[src/rtl/conv_pkg.sv]
// rtl/conv_pkg.sv - accumulator width, saturation limit and ReLU/shift/saturate requant shared by conv stages
package conv_pkg;

   function automatic int acc_w(input int data_size);
      return 2 * data_size + 5;
   endfunction

   function automatic logic [63:0] sat_max(input int data_size);
      return (64'd1 << data_size) - 64'd1;
   endfunction

   // Works on a 64-bit sign-extended accumulator so any DATA_SIZE up to 29 can share it
   function automatic logic [63:0] requant(input logic signed [63:0] acc,
                                           input int shift,
                                           input int data_size);
      logic [63:0] v;
      v = (acc < 0) ? 64'd0 : 64'(acc >>> shift);
      return (v > sat_max(data_size)) ? sat_max(data_size) : v;
   endfunction

endpackage

[src/rtl/conv_pool_2x2_if.sv]
// rtl/conv_pool_2x2_if.sv - conv accumulator stream in, pooled pixel stream out; pool_bypass only with CONV_POOL_BYPASS_EN
interface conv_pool_2x2_if
   import conv_pkg::*;
#(
   parameter int DATA_SIZE = 8
);
   logic signed [acc_w(DATA_SIZE)-1:0] conv_in;
   logic                               conv_valid;
   logic                               clear;
`ifdef CONV_POOL_BYPASS_EN
   logic                               pool_bypass;
`endif
   logic [DATA_SIZE-1:0]               pool_out;
   logic                               pool_valid;
   logic                               frame_done;

   modport master (
`ifdef CONV_POOL_BYPASS_EN
      output pool_bypass,
`endif
      output conv_in, conv_valid, clear,
      input  pool_out, pool_valid, frame_done
   );

   modport slave (
`ifdef CONV_POOL_BYPASS_EN
      input  pool_bypass,
`endif
      input  conv_in, conv_valid, clear,
      output pool_out, pool_valid, frame_done
   );
endinterface

[src/rtl/conv_requant.sv]
// rtl/conv_requant.sv - combinational ReLU, arithmetic right shift and unsigned saturation
module conv_requant
   import conv_pkg::*;
#(
   parameter int DATA_SIZE = 8,
   parameter int SHIFT     = 4
) (
   input  logic signed [acc_w(DATA_SIZE)-1:0] acc,
   output logic [DATA_SIZE-1:0]               q
);
   assign q = DATA_SIZE'(requant(64'(acc), SHIFT, DATA_SIZE));
endmodule

[src/rtl/conv_pool_2x2.sv]
// rtl/conv_pool_2x2.sv - requantise conv results then 2x2 stride-2 max pool
// CONV_POOL_BYPASS_EN adds pool_bypass: pass every requantised sample straight through
module conv_pool_2x2
   import conv_pkg::*;
#(
   parameter int DATA_SIZE  = 8,
   parameter int MAP_WIDTH  = 4,
   parameter int MAP_HEIGHT = 4,
   parameter int SHIFT      = 4
) (
   input  logic            clk,
   input  logic            rst_n,
   conv_pool_2x2_if.slave  bus
);
   localparam int COL_W = $clog2(MAP_WIDTH);
   localparam int ROW_W = $clog2(MAP_HEIGHT);
   localparam int LB_D  = MAP_WIDTH / 2;
   localparam int LB_W  = (LB_D > 1) ? $clog2(LB_D) : 1;

   logic [COL_W-1:0]     col;
   logic [ROW_W-1:0]     row;
   logic [DATA_SIZE-1:0] hreg;
   logic [DATA_SIZE-1:0] linebuf [LB_D];
   logic [DATA_SIZE-1:0] q, h, lb_rd, pooled;
   logic [LB_W-1:0]      lb_idx;
   logic                 last_col, last_row, bypass;

   conv_requant #(.DATA_SIZE(DATA_SIZE), .SHIFT(SHIFT)) u_requant (
      .acc (bus.conv_in),
      .q   (q)
   );

`ifdef CONV_POOL_BYPASS_EN
   assign bypass = bus.pool_bypass;
`else
   assign bypass = 1'b0;
`endif

   assign lb_idx   = LB_W'(col >> 1);
   assign lb_rd    = linebuf[lb_idx];
   assign h        = (q > hreg) ? q : hreg;
   assign pooled   = (lb_rd > h) ? lb_rd : h;
   assign last_col = (col == COL_W'(MAP_WIDTH - 1));
   assign last_row = (row == ROW_W'(MAP_HEIGHT - 1));

   always_ff @(posedge clk or negedge rst_n) begin
      if (!rst_n) begin
         col            <= '0;
         row            <= '0;
         hreg           <= '0;
         for (int i = 0; i < LB_D; i++) linebuf[i] <= '0;
         bus.pool_out   <= '0;
         bus.pool_valid <= 1'b0;
         bus.frame_done <= 1'b0;
      end else begin
         bus.pool_valid <= 1'b0;
         bus.frame_done <= 1'b0;
         if (bus.clear) begin
            col  <= '0;
            row  <= '0;
            hreg <= '0;
         end else if (bus.conv_valid) begin
            // Bypass leaves hreg/linebuf untouched but counters keep frame position
            if (bypass) begin
               bus.pool_out   <= q;
               bus.pool_valid <= 1'b1;
               bus.frame_done <= last_col && last_row;
            end else if (!col[0]) begin
               hreg <= q;
            end else if (!row[0]) begin
               linebuf[lb_idx] <= h;
            end else begin
               bus.pool_out   <= pooled;
               bus.pool_valid <= 1'b1;
               bus.frame_done <= last_col && last_row;
            end
            if (last_col) begin
               col <= '0;
               row <= last_row ? '0 : row + 1'b1;
            end else begin
               col <= col + 1'b1;
            end
         end
      end
   end
endmodule

[src/flat_wrapper.sv]
// flat-port wrapper written by rule: the top's interface ports become plain ports
module conv_pool_2x2_flat import conv_pkg::*;
#(
   parameter int DATA_SIZE  = 8,
   parameter int MAP_WIDTH  = 4,
   parameter int MAP_HEIGHT = 4,
   parameter int SHIFT      = 4
)
  (clk, rst_n, bus_conv_in, bus_conv_valid, bus_clear, bus_pool_out, bus_pool_valid, bus_frame_done);
  conv_pool_2x2_if #(.DATA_SIZE(DATA_SIZE)) bus_i ();
  input  logic clk;
  input  logic rst_n;
  input wire logic [$bits(bus_i.conv_in)-1:0] bus_conv_in;
  input wire logic [$bits(bus_i.conv_valid)-1:0] bus_conv_valid;
  input wire logic [$bits(bus_i.clear)-1:0] bus_clear;
  output wire logic [$bits(bus_i.pool_out)-1:0] bus_pool_out;
  output wire logic [$bits(bus_i.pool_valid)-1:0] bus_pool_valid;
  output wire logic [$bits(bus_i.frame_done)-1:0] bus_frame_done;
  assign bus_i.conv_in = bus_conv_in;
  assign bus_i.conv_valid = bus_conv_valid;
  assign bus_i.clear = bus_clear;
  assign bus_pool_out = bus_i.pool_out;
  assign bus_pool_valid = bus_i.pool_valid;
  assign bus_frame_done = bus_i.frame_done;
  conv_pool_2x2 #(.DATA_SIZE(DATA_SIZE), .MAP_WIDTH(MAP_WIDTH), .MAP_HEIGHT(MAP_HEIGHT), .SHIFT(SHIFT)) u_core (.clk(clk), .rst_n(rst_n), .bus(bus_i));
endmodule
[config.mk]
export PLATFORM = sky130hd
export DESIGN_NAME = conv_pool_2x2_flat
export DESIGN_NICKNAME = d
export VERILOG_FILES = /design/src/rtl/conv_pkg.sv /design/src/rtl/conv_pool_2x2_if.sv /design/src/rtl/conv_requant.sv /design/src/rtl/conv_pool_2x2.sv /design/src/flat_wrapper.sv
export SDC_FILE = /design/constraint.sdc
export NUM_CORES = 1
export LEC_CHECK = 0
export CORE_MARGIN = 2
export CORE_UTILIZATION = 57
export DETAILED_ROUTE_END_ITERATION = 10
export DONT_BUFFER_PORTS = 1
export GPL_ROUTABILITY_DRIVEN = 1
export MAX_ROUTING_LAYER = met4
export PLACE_DENSITY = 0.75
export RECOVER_POWER = 50
export SKIP_CTS_REPAIR_TIMING = 1
export SLEW_MARGIN = 15
export SYNTH_ARGS = -nofsm -noshare
export SYNTH_HDL_FRONTEND = slang
export SYNTH_SLANG_ARGS = --single-unit
[constraint.sdc]
create_clock -name clk -period 3.4 [get_ports clk]
set_input_delay 0.68 -clock clk [delete_from_list [all_inputs] [get_ports clk]]
set_output_delay 0.68 -clock clk [all_outputs]
set_load 0.02 [all_outputs]
# Word level (Yosys, flattened, before mapping)
# Index checks and enable logic that the tools add are counted.
totals:
  regBits: 38
  latchBits: 0
  ram_bits: 0
  romBits: 0
  in_bits: 25
  n_memories: 0
op_classes:
  addsub: 2
  multipliers: 0
  n_div: 0
  magnitude_cmp: 6
  n_eq_ne: 3
  n_shift: 0
  mux: 28
  bitwise: 3
  n_reduce_logical: 8
ops:
  columns: ["op", "n"]
  rows:
  - ["2-to-1 mux 8 bit", 10]
  - ["> comparator 64 x 8 -> 1 bit, second input constant", 1]
  - ["2-to-1 mux 64 bit", 1]
  - ["less-than comparator 21 x 1 -> 1 bit, second input constant", 1]
  - ["bitwise mux 16 bit", 1]
  - ["> comparator 8 bit", 2]
  - ["2-to-1 mux 2 bit", 7]
  - ["demux 8 bit (select 1 bit)", 1]
  - ["2-to-1 mux 1 bit", 8]
  - ["AND reduction 4 bit", 2]
  - ["adder 2 x 1 -> 2 bit, second input constant", 2]
  - ["equality test 2 bit, second input constant", 2]
  - ["AND reduction 2 bit", 2]
  - ["nonzero test 2 bit", 2]
  - ["greater-or-equal comparator 2 bit, second input constant", 1]
  - ["logical AND 1 bit", 2]
  - ["less-than comparator 2 x 1 -> 1 bit, second input constant", 1]
  - ["!= test 2 bit, second input constant", 1]
  - ["inverter 1 bit", 2]
  - ["inverter 1 -> 2 bit", 1]

# Logic depth before layout (Yosys ltp)
logic_depth:
  word_depth: 8
  depth_mapped: 21
  ltp_nobuf: 18

# Hierarchy
# A second synthesis with hierarchy kept.
hier_totals:
  cells_unflattened: 253
  hier_area_um2: 2353.5
by_module_without_submodules:
  columns: ["mod", "instances", "cells_each", "area_per_inst_um2", "seq_area_each_um2"]
  rows:
  - ["conv_pool_2x2", 1, 234, 2244.7, 950.9]
  - ["conv_requant", 1, 19, 108.9, 0.0]

# Worst setup path before layout
# Ideal clock, no wire load.
synth_timing:
  kind: "in2reg"
  start: "input port bus_conv_in[15]"
  end: "register u_core.bus.pool_out[4]"
  setup_ns: 0.080
  arrival_ns: 4.385
  t_required_ns: 3.320
  path_slack_ns: -1.065
  stages: 19
  cell_sequence: "or4_4 -> buf_6 -> nor3_2 -> nor2_1 -> ha_1 -> nor2b_1 -> o211ai_2 -> a21oi_1 -> o22ai_4 -> mux2i_2 -> ha_1 -> nor2b_1 -> o211ai_1 -> a21oi_1 -> o32a_1 -> buf_2 -> nand2b_1 -> clkbuf_2 -> o211ai_2"
synth_via:
  elab_chain_cells: 8
synth_rtl:
  columns: ["item", "line", "rtl"]
  rows:
  - ["start, declared", "flat_wrapper.sv:13", "input wire logic [$bits(bus_i.conv_in)-1:0] bus_conv_in;"]
  - ["less-than comparator 21 x 1 -> 1 bit", "conv_pkg.sv:17", "v = (acc < 0) ? 64'd0 : 64'(acc >>> shift);"]
  - ["2-to-1 mux 64 bit *", "conv_pkg.sv:17", null]
  - ["> comparator 64 x 8 -> 1 bit", "conv_pkg.sv:18", "return (v > sat_max(data_size)) ? sat_max(data_size) : v;"]
  - ["2-to-1 mux 8 bit *", "conv_pkg.sv:18", null]
  - ["> comparator 8 bit", "conv_pool_2x2.sv:41", "assign h = (q > hreg) ? q : hreg;"]
  - ["2-to-1 mux 8 bit *", "conv_pool_2x2.sv:41", null]
  - ["> comparator 8 bit", "conv_pool_2x2.sv:42", "assign pooled = (lb_rd > h) ? lb_rd : h;"]
  - ["2-to-1 mux 8 bit *", "conv_pool_2x2.sv:42", null]
  - ["end signal, assigned", "conv_pool_2x2.sv:65", "bus.pool_out <= q;"]
  - ["end signal, assigned", "conv_pool_2x2.sv:73", "bus.pool_out <= pooled;"]
  - ["end, declared", "conv_pool_2x2_if.sv:30", "output pool_out, pool_valid, frame_done"]
# Mark *: on every way between the ends. The rest lies on a longest branch, timed or not.
# A chain may end at the register's enable or synchronous reset.

# Worst setup path after layout
layout_timing:
  start: "input port bus_conv_in[15]"
  end: "register u_core.bus.pool_out[0]"
# Same word-level chain as after synthesis.

==> impl_metrics.json <==
{
  "status": "finished, violations left",
  "failed_checks": "negative setup slack",
  "first_pass_iters": 4,
  "holdWs_ns": 0.0683,
  "synth_area_leaders": "dfrtp_1 42%, ha_1 10%, o211ai_2 4.4%",
  "synth_top_area_share_pct": 42.2,
  "period_share_pct": 116,
  "routed_via_density": 6.01,
  "ir_drop_uv": 398,
  "power_frac_seq_pct": 38.6,
  "grt_pass1_vias": 1834,
  "pre_cts_slack_ns": -0.889,
  "worst_setup_path_end_kind": "flip-flop",
  "wl_per_cell_um": 17.1,
  "die_w_um": 66.8,
  "yosysMostFrequentCell": "dfrtp_1",
  "setup_viol": 8,
  "io_pins": 35,
  "startpoint_type": "input pin",
  "r2r-start": "u_core.hreg[7]",
  "relSlewSlack_pct": 28.8,
  "clock.fmax_mhz": 253,
  "syn_inst": 218,
  "combinationalPowerShare_pct": 29.9,
  "finClkSkew_ns": 0.00982,
  "overflow": 0,
  "die_h_um": 66.8,
  "ys_ff_latch": 38,
  "ys_warn_count": 0,
  "cts_buffers": 5,
  "hold_viol": 0,
  "arrival_ns": 4.13,
  "finalMaxSlewViolations": 0,
  "syn_avg_cell_area_um2": 10.3,
  "critPathKind": "input pin to flip-flop",
  "dp_hpwl_mm": 3.57,
  "drt-total-wl_mm": 4.92,
  "drc": 0,
  "finalCriticalPeriod_ns": 3.95,
  "grt_max_degree": 39,
  "clk_pin_slew_ns": 0.08,
  "diodes": 0,
  "num_vias": 1732,
  "p_leak_nw": 1.20,
  "async_flop_share_pct": 100,
  "syn_nets": 261,
  "syn_area_mm2": 0.00225,
  "final_nets": 282,
  "htreeDepth": 2,
  "initial_utilization_pct": 60.6,
  "clk-insertion-delay-late_ns": 0.30,
  "fp-row-count": 22,
  "cts_root_buf": "clkbuf_8",
  "io_buffers": 0,
  "core_mm2": 0.00372,
  "maxCapViolCount": 0,
  "p_int_mw": 1.03,
  "p_sw_mw": 0.424,
  "pwr_density_cell_mw_per_mm2": 547,
  "fin_ws_ns": -0.547,
  "crit_start": "bus_conv_in[15]",
  "ant_nets": 0,
  "rsz0062_at_grt": "yes",
  "hold_class": "input pin to async pin",
  "clock-sinks": 38,
  "synthDistinctLibCells": 38,
  "clk_path_buf_depth": 2,
  "cts_tree": "yes",
  "synth_top_area_cell": "dfrtp_1",
  "crit_path_max_fanout": 8,
  "power_frac_clock_pct": 31.5,
  "worst_slew_pin_slew_ns": 1.06,
  "grt_pass1_wl_mm": 8.21,
  "antenna_found_initial": 0,
  "dr.first_iter.drc_count": 181,
  "synth_ff_type": "dfrtp_1",
  "track_usage_pct": 25.6,
  "drive_gt1_share_pct": 33.8,
  "cp_data_required_time_ns": 3.58,
  "synth_common_cells": "38 x dfrtp_1, 22 x nor2_1, 20 x nand2_1",
  "synth_edf_count": 0,
  "swShare_pct": 29.2,
  "dpl_cell_area_mm2": 0.00246,
  "syn_to_final_growth_pct": 18.1,
  "stdcell_area_mm2": 0.00266,
  "gp_congestion": 0.833,
  "synth-seq-area-share_pct": 42.2,
  "die-area_mm2": 0.00447
}
[layout by cell type, fill, tap and decap left out, types with 2 or more instances in the layout]
cell type	count
inv_1	10
mux2_2	7
nor3_2	7
a21oi_2	2
o21ai_1	9
buf_4	22
nor3_1	2
ha_1	17
nand4_1	4
nor2_2	2
o211ai_2	8
a22o_1	2
mux2i_2	5
mux2i_4	2
dfrtp_1	38
clkbuf_8	5
nand3_1	9
nand2_1	20
or4_4	2
nor2_1	20
a22o_2	6
a21oi_1	16
bufinv_16	2
mux2i_1	4
[power by group through the flow]
stage                     Sequential, mW  Combinational [mW]  Clock [mW]
after floorplan                    0.553               0.295           0
after detailed placement           0.569               0.394           0
after global routing               0.570               0.475       0.478
after CTS                          0.560               0.399       0.461
after global placement             0.563               0.370           0
final                              0.561               0.435       0.458
[sequential cells by signal, indices dropped and copies added, names as in the netlist]
register               flops
u_core.row                 2
u_core.bus.pool_valid      1
u_core.bus.frame_done      1
u_core.bus.pool_out        8
u_core.col                 2
u_core.hreg                8
u_core.linebuf            16
[critical path, cell delays in order]
cell and delay (ns):
or4_4 0.61, nor3_4 0.21, nor2_2 0.06, ha_1 0.34, nand4_1 0.22, o22ai_4 0.31
mux2i_2 0.31, ha_1 0.28, nor2b_1 0.13, o211ai_1 0.17, a21oi_1 0.09, o32a_1 0.33
buf_4 0.17, a22oi_2 0.13, o21ai_1 0.09
[routing by layer]
| layer | share of wire [%] | wire length (µm) | GRT usage (%) | up-vias |
|---|---|---|---|---|
| met2 | 51 | 2520 | 43.3 | 41 |
| li1 | - | - | - | 825 |
| met4 | 2.2 | 108 | 9.18 | 0 |
| met5 | 0 | 0 | - | - |
| met3 | 3.9 | 190 | 6.25 | 12 |
| met1 | 43 | 2100 | 29.8 | 854 |
[final cells by class]
type | count | area, µm²
Multi-Input combinational cell | 159 | 1270
Fill cell | 256 | 1060
Sequential cell | 38 | 951
Timing Repair Buffer | 24 | 196
Clock buffer | 5 | 68.8
Clock inverter | 3 | 68.8
Tap cell | 48 | 60.1
Inverter | 11 | 41.3
[final timing paths]
kind | endpoint | slack, ns | depth (start not counted)
max | u_core.bus.pool_out[0] | -0.55 | 15
min | u_core.row[0] | 0.07 | 0
max reg2reg | u_core.bus.pool_out[0] | 0.27 | 13
min reg2reg | u_core.linebuf[1] | 0.50 | 2
max in group asynchronous | u_core.hreg[4] | 3.23 | 0
min in group clk | u_core.row[1] | 0.44 | 1
[per-stage QoR]
step	cells	power (mW)	TNS (ns)	utilization, %
after global placement	278	0.933	-5.81	66.1
after detailed placement	278	0.963	-6.66	66.1
final	288	1.45	-4.24	71.5
after CTS	286	1.42	-4.30	69.8
after floorplan	218	0.849	-8.20	-
after global routing	288	1.52	-5.09	71.5
[logic make-up after synthesis]
family / Yosys count / synth area share, %
multiplexers: 18 / 9.95
adder cells (fa/ha/maj): 18 / 10.0
buffers and inverters: 21 / 4.22
flip-flops: 38 / 42.2
AND/OR/NAND/NOR: 74 / 17.1
AO/OA/AOI/OAI: 49 / 16.5
Note: power is estimated with default switching activity, not from simulation.
